--- config.mk ---
export PLATFORM = sky130hd
export DESIGN_NAME = pll_lock_sequencer
export DESIGN_NICKNAME = d
export VERILOG_FILES = /design/src/rtl/pll_seq_pkg.sv /design/src/rtl/pll_seq_sync.sv /design/src/rtl/pll_lock_sequencer.sv
export SDC_FILE = /design/constraint.sdc
export NUM_CORES = 1
export LEC_CHECK = 0
export CORE_UTILIZATION = 50
export CTS_BUF_LIST = sky130_fd_sc_hd__clkbuf_4
export DETAILED_ROUTE_END_ITERATION = 16
export PLACE_DENSITY = 0.72
export SLEW_MARGIN = 10
export SYNTH_ARGS = -nofsm -noshare
export SYNTH_HDL_FRONTEND = slang
export SYNTH_SLANG_ARGS = --single-unit
--- constraint.sdc ---
create_clock -name CLKI -period 6.55 [get_ports CLKI]
set_input_delay 1.31 -clock CLKI [delete_from_list [all_inputs] [get_ports CLKI]]
set_output_delay 1.31 -clock CLKI [all_outputs]
set_load 0.02 [all_outputs]
--- src/rtl/pll_seq_pkg.sv ---
// Shared state encoding and widths for the PLL lock sequencer.
// Frequency-check defaults are only present when PLL_FREQ_CHECK_EN is defined.
package pll_seq_pkg;

    localparam int RETRIES_W = 4;
    localparam int STATE_W   = 3;

    typedef enum logic [STATE_W-1:0] {
        S_PLLRST   = 3'd0,
        S_WAITLOCK = 3'd1,
        S_STABLE   = 3'd2,
        S_RUN      = 3'd3,
        S_FAULT    = 3'd4
    } state_t;

`ifdef PLL_FREQ_CHECK_EN
    localparam int FREQ_WINDOW_DEF = 1024;
    localparam int EXP_EDGES_DEF   = 160;
    localparam int FREQ_TOL_DEF    = 4;
`endif

endpackage

--- src/rtl/pll_seq_sync.sv ---
// Multi-flop synchronizer with synchronous reset for signals crossing into CLKI.
module pll_seq_sync #(
    parameter int SYNC_STAGES = 2
) (
    input  logic clk,
    input  logic rst,
    input  logic d,
    output logic q
);

    logic [SYNC_STAGES-1:0] sync_q;

    always_ff @(posedge clk) begin
        if (rst) begin
            sync_q <= '0;
        end else begin
            sync_q <= {sync_q[SYNC_STAGES-2:0], d};
        end
    end

    assign q = sync_q[SYNC_STAGES-1];

endmodule

--- src/rtl/pll_lock_sequencer.sv ---
// PLL reset/lock sequencer: drives PLLRST, qualifies LOCK, releases the core reset.
// Optional CLKOP frequency check is enabled with the PLL_FREQ_CHECK_EN macro.
module pll_lock_sequencer
    import pll_seq_pkg::*;
#(
    parameter int RST_CYCLES    = 16,
    parameter int LOCK_TIMEOUT  = 10000,
    parameter int STABLE_CYCLES = 1000,
    parameter int MAX_RETRIES   = 3,
    parameter int SYNC_STAGES   = 2
`ifdef PLL_FREQ_CHECK_EN
    , parameter int FREQ_WINDOW = FREQ_WINDOW_DEF
    , parameter int EXP_EDGES   = EXP_EDGES_DEF
    , parameter int FREQ_TOL    = FREQ_TOL_DEF
`endif
) (
    input  logic                 CLKI,
    input  logic                 RST,
    input  logic                 LOCK,
`ifdef PLL_FREQ_CHECK_EN
    input  logic                 CLKOP_TOG,
`endif
    output logic                 PLLRST,
    output logic                 RSTOUT,
    output logic                 READY,
    output logic                 FAULT,
    output logic [RETRIES_W-1:0] RETRIES,
    output logic [STATE_W-1:0]   STATE
);

    localparam int CNT_MAX = (LOCK_TIMEOUT > STABLE_CYCLES)
        ? ((LOCK_TIMEOUT > RST_CYCLES) ? LOCK_TIMEOUT : RST_CYCLES)
        : ((STABLE_CYCLES > RST_CYCLES) ? STABLE_CYCLES : RST_CYCLES);
    localparam int CNT_W = $clog2(CNT_MAX + 1);

    function automatic logic [RETRIES_W-1:0] sat_inc(input logic [RETRIES_W-1:0] v);
        return (&v) ? v : v + 1'b1;
    endfunction

    state_t               state_q, state_nxt;
    logic [CNT_W-1:0]     cnt_q, cnt_nxt;
    logic [RETRIES_W-1:0] retries_q, retries_nxt;
    logic                 pllrst_q, rstout_q, ready_q, fault_q;
    logic                 lock_s, failure, run_ok, freq_bad;

    pll_seq_sync #(.SYNC_STAGES(SYNC_STAGES)) u_lock_sync (
        .clk (CLKI),
        .rst (RST),
        .d   (LOCK),
        .q   (lock_s)
    );

`ifdef PLL_FREQ_CHECK_EN
    localparam int WIN_W  = $clog2(FREQ_WINDOW);
    localparam int EDGE_W = $clog2(FREQ_WINDOW + 1);

    function automatic logic in_range(input logic [EDGE_W-1:0] n);
        return (int'(n) >= EXP_EDGES - FREQ_TOL) && (int'(n) <= EXP_EDGES + FREQ_TOL);
    endfunction

    logic              tog_s, tog_s_p1, tog_edge, win_done, freq_ok_q;
    logic [WIN_W-1:0]  win_cnt_q;
    logic [EDGE_W-1:0] edge_cnt_q, edge_total;

    pll_seq_sync #(.SYNC_STAGES(SYNC_STAGES)) u_tog_sync (
        .clk (CLKI),
        .rst (RST),
        .d   (CLKOP_TOG),
        .q   (tog_s)
    );

    assign tog_edge   = tog_s ^ tog_s_p1;
    assign win_done   = (win_cnt_q == WIN_W'(FREQ_WINDOW - 1));
    assign edge_total = edge_cnt_q + EDGE_W'(tog_edge);

    // Free-running measurement window; freq_ok_q reflects the last complete window.
    always_ff @(posedge CLKI) begin
        if (RST) begin
            tog_s_p1   <= 1'b0;
            win_cnt_q  <= '0;
            edge_cnt_q <= '0;
            freq_ok_q  <= 1'b0;
        end else begin
            tog_s_p1 <= tog_s;
            if (win_done) begin
                win_cnt_q  <= '0;
                edge_cnt_q <= '0;
                freq_ok_q  <= in_range(edge_total);
            end else begin
                win_cnt_q  <= win_cnt_q + 1'b1;
                edge_cnt_q <= edge_total;
            end
        end
    end

    assign run_ok   = freq_ok_q;
    assign freq_bad = win_done && !in_range(edge_total);
`else
    assign run_ok   = 1'b1;
    assign freq_bad = 1'b0;
`endif

    always_ff @(posedge CLKI) begin
        if (RST) begin
            state_q   <= S_PLLRST;
            cnt_q     <= '0;
            retries_q <= '0;
            pllrst_q  <= 1'b1;
            rstout_q  <= 1'b1;
            ready_q   <= 1'b0;
            fault_q   <= 1'b0;
        end else begin
            state_q   <= state_nxt;
            cnt_q     <= cnt_nxt;
            retries_q <= retries_nxt;
            pllrst_q  <= (state_nxt == S_PLLRST) || (state_nxt == S_FAULT);
            rstout_q  <= (state_nxt != S_RUN);
            ready_q   <= (state_nxt == S_RUN);
            fault_q   <= (state_nxt == S_FAULT);
        end
    end

    always_comb begin
        state_nxt   = state_q;
        cnt_nxt     = cnt_q;
        retries_nxt = retries_q;
        failure     = 1'b0;
        case (state_q)
            S_PLLRST: begin
                if (cnt_q == CNT_W'(RST_CYCLES - 1)) begin
                    state_nxt = S_WAITLOCK;
                    cnt_nxt   = '0;
                end else begin
                    cnt_nxt = cnt_q + 1'b1;
                end
            end
            S_WAITLOCK: begin
                if (lock_s) begin
                    state_nxt = S_STABLE;
                    cnt_nxt   = '0;
                end else if (cnt_q == CNT_W'(LOCK_TIMEOUT - 1)) begin
                    failure = 1'b1;
                end else begin
                    cnt_nxt = cnt_q + 1'b1;
                end
            end
            S_STABLE: begin
                // A lock glitch here only restarts the wait; it is not a failed attempt.
                if (freq_bad) begin
                    failure = 1'b1;
                end else if (!lock_s) begin
                    state_nxt = S_WAITLOCK;
                    cnt_nxt   = '0;
                end else if (cnt_q == CNT_W'(STABLE_CYCLES - 1)) begin
                    if (run_ok) begin
                        state_nxt   = S_RUN;
                        cnt_nxt     = '0;
                        retries_nxt = '0;
                    end
                end else begin
                    cnt_nxt = cnt_q + 1'b1;
                end
            end
            S_RUN: begin
                if (!lock_s || freq_bad) begin
                    failure = 1'b1;
                end
            end
            S_FAULT: begin
                state_nxt = S_FAULT;
            end
            default: begin
                state_nxt = S_PLLRST;
                cnt_nxt   = '0;
            end
        endcase

        if (failure) begin
            cnt_nxt = '0;
            if (int'(retries_q) < MAX_RETRIES) begin
                retries_nxt = sat_inc(retries_q);
                state_nxt   = S_PLLRST;
            end else begin
                state_nxt = S_FAULT;
            end
        end
    end

    assign PLLRST  = pllrst_q;
    assign RSTOUT  = rstout_q;
    assign READY   = ready_q;
    assign FAULT   = fault_q;
    assign RETRIES = retries_q;
    assign STATE   = state_q;

endmodule

==> metrics.md <==
| Metric | Value |
|---|---|
| Syn_area_per_cell | 8.913 um2 |
| Vias per cell | 6.183 |
| Initial antenna violation count | 0 |
| Min Tclk post-route | 2.878 ns |
| PwrDens | 166.4 nW/um2 |
| H-tree depth | 1 |
| Largest family of logic cells by synthesized area | simple AND/OR/NAND/NOR gates |
| EDFF count, synth | 0 |
| Net Switching | 61.71 uW |
| Final Max Slew Viols | 0 |
| Met1 Use GR | 27.41% |
| Clk pwr share | 29.6% |
| CTS-repair resized insts | 0 |
| Final setup viols | 0 |
| Critical path class | reg -> out |
| Setup bufs post-CTS | 0 |
| Detailed Route WL | 2760 um |
| Worst-margin pin slew | 1.034 ns |
| CTS Root Cell | clkbuf_4 |
| CP startpoint kind | flip-flop |
| # fillers | 245 |
| Commonest non-fill, non-tap cell in the layout | dfxtp_1 |
| Max-capacitance violation count | 0 |
| Total power | 256.2 uW |
| Most Crowded Layer GR | met2 |
| Total clock sinks | 27 |
| Hold Slack | 0.4660 ns |
| Syn nets | 159 |
| Mux cell area share after synthesis | 0% |
| Starting Density | 53.93% |
| Fmax | 347.5 MHz |
| Wirelength per Cell | 14.01 um |
| TritonCTS clock tree | yes |
| CP max-delay cell | clkdlybuf4s50_1 |
| Sw Ratio | 24.09% |
| # hold bufs at CTS | 0 |
| GRT overflow | 0 |
| Max incr delay on CP | 0.68 ns |
| Layout area overhead | 12.22% |
| Share of layout cells above drive strength 1 | 8.383% |
| Largest net degree at the start of global routing | 17 |
| Register Area | 540.5 um2 |
| Compound-Gate Fraction of Synth Area | 23.34% |
| First-pass GRT wire length | 4512 um |
| I/O pins | 14 |
| Inserted Diodes | 0 |
| Top Family by Delay on Critical Path | buffers and inverters |
| Crit path DAT | 1.57 ns |
| Vias in the first global route | 1032 |
| WP data required | 5.24 ns |
| Final worst-path cycle share | 43.94% |
| Clk_lat worst skew | 0.34 ns |
| Crit-path max FO | 13 |
| Final-report hold violation count | 0 |
| Setup TNS | 0 ns |
| Register area share after synthesis | 39.38% |
| DP HPWL | 1966 um |
| Internal Dissipation | 194.5 uW |
| Nets@finish | 173 |
| Met3 Track Usage GR | 6.111% |
| Post-synthesis simple-gate area fraction | 30.08% |
| Gpl congestion | 0.8032 |
| VDD IR max | 0.1438 mV |
| Drc violations | 0 |
| Via count | 1218 |
| Flop pwr share | 65.9% |
| Most area-hungry cell type in the Yosys netlist | dfxtp_1 |
| Ranking of synthesized cells by area | dfxtp_1 (39%), a21oi_1 (5.1%), o31ai_1 (3.8%), or4_1 (3.8%), nand2_1 (3.0%) |
| DRT Pass-1 Iters | 4 |
| Min-delay worst type | reg -> reg |
| Gate power share | 4.5% |
| Critical path, cell by cell | clkdlybuf4s50_1 |
| YS warnings | 0 |
| Post-DRT Antenna Nets | 0 |
| Inserted Clock Buffers | 3 |
| FP Rows | 18 |
| Die W | 54.40 um |
| Post-synthesis register bit count | 27 |
| Commonest register cell after synthesis | dfxtp_1 |
| Drt initial violations | 24 |
| Met2 usage | 34.76% |
| RSZ-0062 raised after global routing | no |
| Xor/xnor share of the synthesized area | 1.276% |
| Slew HR | 30.95% |
| Commonest non-fill, non-tap cells in the layout | dfxtp_1 (27), a21oi_1 (14), clkdlybuf4s50_1 (13) |
| Worst-path clk slew | 0.15 ns |
| Mapped Area | 1373 um2 |
| Buffers and inverters on the worst path | 1 |
| Top-area cell type share of the netlist area | 39.38% |
| Post-Synth Adder-Cell Area | 1.823% |
| GRT Overall Usage | 21.86% |
| Syn Inst Count | 154 |
| Pleak | 0.4825 nW |
| Deepest clock path buffer count | 2 |
| PortBufs | 13 |
| Post-synth ARST share | 0% |
| Run status | finished clean |
| Area occupied by multi-input gates | 775.7 um2 |
| Cell variety after synth | 44 |
| Core outline area | 2545 um2 |
| Die height | 54.40 um |
| Skew final | 0.005237 ns |
| Critical path capture point type | output port |
| Die area | 2959 um2 |
[flip-flops by register name, indices dropped and copies added, names as in the netlist]
signal	count
RETRIES	4
FAULT	1
PLLRST	1
STATE	3
READY	1
RSTOUT	1
u_lock_sync.sync_q	2
cnt_q	14
[layout make-up]
class | count | area share, %
Clock inverter | 1 | 0.4874
Multi-Input combinational cell | 116 | 50.37
Clock buffer | 3 | 1.462
Timing Repair Buffer | 13 | 8.448
Sequential cell | 27 | 35.09
Tap cell | 30 | 2.437
Inverter | 7 | 1.706
[power groups by stage]
stage	clock (mW)	sequential (mW)	combinational [mW]
finish	0.0759	0.169	0.0116
detailed placement	0	0.172	0.0116
CTS	0.0807	0.169	0.0117
global route	0.0836	0.169	0.0130
global placement	0	0.172	0.0114
floorplan	0	0.172	0.00892
[cells in the mapped netlist (all sizes together) (2+ instances only)]
master	instances
a21oi	17
a221o	2
and2	3
and3b	2
buf	3
dfxtp	27
ha	2
inv	7
nand2	11
nand2b	4
nand3	7
nand4	3
nor2	10
nor2b	5
nor3	2
nor4	3
o211ai	2
o21ai	7
o31ai	7
or3	3
or4	9
[through the flow]
step	utilization (%)	cell area [um2]	cells	setup slack, ns
global placement	59.34	1510	193	3.899
floorplan	-	1373	154	4.380
global route	60.52	1540	197	3.598
detailed placement	59.34	1510	193	3.840
CTS	60.52	1540	197	3.658
finish	60.52	1540	197	3.672
[kinds of logic (layout without fill, tap and decap cells)]
group | count (synthesis) | count (layout)
flip-flops | 27 | 27
adder cells (fa/ha/maj) | 2 | 2
AO/OA/AOI/OAI | 45 | 45
AND/OR/NAND/NOR | 67 | 67
XOR/XNOR | 2 | 2
buffers and inverters | 11 | 24
[routing by layer]
metal / up-vias / routed length [um] / part of all wire (%)
met5: - / 0 / 0
met4: 0 / 51 / 1.8
met3: 5 / 83 / 3.0
met2: 18 / 1233 / 45
met1: 588 / 1391 / 50
li1: 607 / - / -
[path summary, 6_finish.rpt]
check	start	endpoint	slack, ns	cells after the start
setup / recovery	STATE[0]	STATE[0]	3.67	1
hold / removal	u_lock_sync.sync_q[0]	u_lock_sync.sync_q[1]	0.47	1
setup reg to reg	cnt_q[0]	cnt_q[10]	3.82	6
hold reg to reg	u_lock_sync.sync_q[0]	u_lock_sync.sync_q[1]	0.47	1
Power figures use the tool's default switching activity.
==> RTL edit 1 (same flow settings) <==
Change the parameter `RST_CYCLES` from 16 to 32.
--- a/src/rtl/pll_lock_sequencer.sv
+++ b/src/rtl/pll_lock_sequencer.sv
@@ -5,3 +5,3 @@
 #(
-    parameter int RST_CYCLES    = 16,
+    parameter int RST_CYCLES    = 32,
     parameter int LOCK_TIMEOUT  = 10000,
Check against the original RTL: same outputs for any inputs over 10 cycles, from zero or initial values and one cycle with RST high; that may be too few to reach the edited logic, so the function may still have changed.
==> RTL edit 1 against the unedited design <==
- non-clock buffer count unchanged
- largest power group unchanged
- worst setup slack worse by 0.089 ns
- sequential share of layout area down 1.5 points
- critical path type unchanged
- sequential cell count unchanged
- core utilization down 2.2 points
- clock power down 6.1%
- synthesized area up 6.3%
- first-iteration DRC count up 140%
- power down 1.7%
- register-to-register slack better by 0.29 ns
- cell area up 4.4%
- wire length up 9.5%
==> RTL edit 1: results (changes against the unedited design) <==
* Detailed route wirelength on metal2 at 1.55 mm (+25%)
* Status: completed
* WL met1 at 1.32 mm (-5.1%)
* Layout cells sized above 1 at 0.145 (+0.0607)
* Proportion of cell area occupied by registers at 0.336 (-0.0147)
* GR met2 Demand/Resource at 0.366 (+0.0181)
* Number of library cell types mapped by synthesis at 53 (+20%)
* Fin Clk Skew at 0.00811 ns (+0.00287 ns)
* Average via count per standard cell at 6.10 (-1.3%)
* Met3 Resource Use GR at 0.0488 (-0.0123)
* Total placed instance area at 0.00158 sq mm (+4.6%)
* Pin count of the biggest net entering global routing at 16 (-1)
* Number of inserted filler cells in the final layout at 261 (+6.5%)
* Final RePlAce weighted congestion at 0.952 (+19%)
* Multi-input gate share of the layout cell area at 0.525 (+0.0216)
* Net switching power of the design at 57.1 uW (-7.5%)
* FFs & Latches at 27 (unchanged)
* Total number of multi-input combinational cells at 115 (-0.86%)
* Worst slew margin relative to its limit at 0.481 (+0.171)
* Fin nets at 172 (-0.58%)
* Share of power burned in the clock network at 0.283 (-0.013)
* Power in the clock group at 71.3 uW (-6.1%)
* Number of inverters outside the clock class in the layout at 7 (unchanged)
* Avg WL per Cell at 15.3 um (+9.5%)
* Wire length of the first global-routing pass at 5.47 mm (+21%)
* DR iter-0 viols at 57 (+140%)
* Clock input transition at the sequential cells of the worst setup and hold paths at 0.13 ns (-0.02 ns)
* IR drop worst, VDD at 150 uV (+4.4%)
* Static leakage at 0.000546 uW (+13%)
* Portion of the post-synthesis area used by sequential elements at 0.370 (-0.0233)
* Multi-input gate area in the final layout at 845 sq um (+8.9%)
* Worst slack at placement at 3.61 ns (-0.232 ns)
* Synth area leaders: dfxtp_1 (37%), nor2_1 (4.1%), and4bb_2 (2.6%)
* Post-detailed-placement half-perimeter wirelength at 2.32 mm (+18%)
* Most frequent cells after synthesis: dfxtp_1 (27), nor2_1 (16), inv_1 (7), nand2_1 (7), nand3_1 (7)
* R2R depth at 5 (-1)
* Area enclosed by the die boundary at 0.00314 sq mm (+6.0%)
* Met1 Resource Use GR at 0.273 (-0.00112)
[RTL edit 1: changes by cell type after synthesis, sizes merged, moves of 3 or more]
cell    change
o31ai       -6
nor2        +6
xnor2       +3
xor2        +3
nand2       -4
a211oi      +4
or4         -8
and4bb      +3
a31oi       +3
clkbuf      +3
mux2i       +3
a21oi      -12
nor3        +4
[RTL edit 1: final timing paths]
| path | start | to | slack (ns) |
|---|---|---|---|
| worst max-delay path | STATE[2] | STATE[2] | 3.58 |
| worst min-delay path | u_lock_sync.sync_q[0] | u_lock_sync.sync_q[1] | 0.47 |
| worst max register to register | cnt_q[12] | cnt_q[7] | 4.11 |
| worst min register to register | u_lock_sync.sync_q[0] | u_lock_sync.sync_q[1] | 0.47 |
[RTL edit 1: cell families after synthesis]
family	count (synthesis)	share of synthesized area
AOI/OAI and AO/OA	33	0.194
DFF	27	0.370
xor gates and xnor gates	8	0.0480
muxes	3	0.0206
adders and majority gates	2	0.0171
and+or+nand+nor	69	0.299
buffers and inverters	12	0.0506
==> RTL edit 2 (same settings) <==
Made on the original files. Register the output `FAULT` once more, with the module's reset; this adds one clock of latency there. The other outputs are not delayed to match.
--- a/src/rtl/pll_lock_sequencer.sv
+++ b/src/rtl/pll_lock_sequencer.sv
@@ -191,3 +191,9 @@
     assign READY   = ready_q;
-    assign FAULT   = fault_q;
+    always_ff @(posedge CLKI) begin
+        if (RST) begin
+            FAULT <= '0;
+        end else begin
+            FAULT <= fault_q;
+        end
+    end
     assign RETRIES = retries_q;
Check against the original RTL: no difference found for any inputs over 10 cycles, from zero or initial values and one cycle with RST high; that may be too few to reach the edited logic, so the function may still have changed.
==> RTL edit 2 against the unedited design <==
- wire length decreased by 0.29%
- synthesized area increased by 2.0%
- worst setup slack improved by 0.040 ns
- cell area increased by 1.5%
- sequential cell count increased by 1
- first-iteration DRC count increased by 17%
- critical path type unchanged
- highest routed layer unchanged
Power is not compared: it rests on default switching activity, and its combinational part moved more than twofold at a synthesized area within 25%.
==> RTL edit 2: results (changes against the unedited design) <==
* R2R depth at 5 (-1)
* Max FO, Critical Path at 11 (-2)
* Buffering overhead at 0.0833 (-0.00122)
* Non-Filler Cell Area, Final at 0.00156 sq mm (+1.5%)
* Multi-input gate share of the layout cell area at 0.510 (+0.00635)
* Most frequent cells after synthesis: dfxtp_1 (28), nor2_1 (18), xor2_1 (10)
* Capture point of the worst reg-to-reg path: cnt_q[13]
* FF+latch area at 561 sq um (+3.7%)
* Arrival @ worst endpoint at 1.53 ns (-0.04 ns)
* Number of library cell types mapped by synthesis at 45 (+2.3%)
* Routed wire length at 2.75 mm (-0.29%)
* Status: completed
* Register-to-Register Setup Slack at 3.77 ns (-0.05 ns)
* Hold path startpoint: fault_q
* Worst slew margin relative to its limit at 0.327 (+0.0172)
* Final RePlAce weighted congestion at 0.807 (+0.52%)
* Hold worst-path end: FAULT
* Post-detailed-placement half-perimeter wirelength at 2.05 mm (+4.3%)
* Multiplexer share of the synthesized area at 0.00804 (+0.00804)
* Fin Clk Skew at 0.00303 ns (-0.00221 ns)
* Number of inverters outside the clock class in the layout at 3 (-4)
* CP Launch Point: STATE[2]
* Complex-gate fraction of the synthesized area at 0.148 (-0.0850)
* Total placed instance area at 0.00154 sq mm (+1.7%)
* Clock latency on the worst-skew pair at 0.32 ns (-0.02 ns)
* FFs & Latches at 28 (+3.7%)
* Synth area leaders: dfxtp_1 (40%), xor2_1 (6.3%), nor2_1 (4.8%)
* Max Fclk at 352 MHz (+1.4%)
* Worst slack at placement at 3.51 ns (-0.331 ns)
* Termination of the worst setup path: STATE[2]
* Pin count of the biggest net entering global routing at 16 (-1)
* DR iter-0 viols at 28 (+17%)
* Total number of multi-input combinational cells at 119 (+2.6%)
* Portion of the layout cell area used by clock cells at 0.0168 (-0.00268)
* Number of inserted filler cells in the final layout at 234 (-4.5%)
* Overall track demand over capacity in global routing at 0.212 (-0.00667)
-- RTL edit 2: changes by cell type in the layout (fill, tap and decap cells not counted), moves of 4 or more --
cell | before | now
a21oi_1 | 14 | 6
and2_1 | 3 | 8
inv_1 | 7 | 3
nand2_1 | 11 | 7
nand3_1 | 7 | 3
nor2_1 | 10 | 18
o211ai_1 | 2 | 7
o31ai_1 | 7 | 1
or4_1 | 7 | 3
xor2_1 | 1 | 10
-- RTL edit 2: stage by stage --
step           hold slack (ns)  instances
2_1_floorplan            0.414        155
3_5_place_dp             0.426        193
5_1_grt                  0.479        197
6_report                 0.456        197
3_3_place_gp             0.427        193
4_1_cts                  0.457        197
-- RTL edit 2: layer usage --
metal | vias to the layer above | part of all wire | GRT usage
met5 | - | 0 | 0
met1 | 549 | 0.50 | 0.299
met2 | 28 | 0.46 | 0.325
li1 | 587 | - | -
met4 | 0 | 0.0073 | 0.0500
met3 | 2 | 0.036 | 0.0492
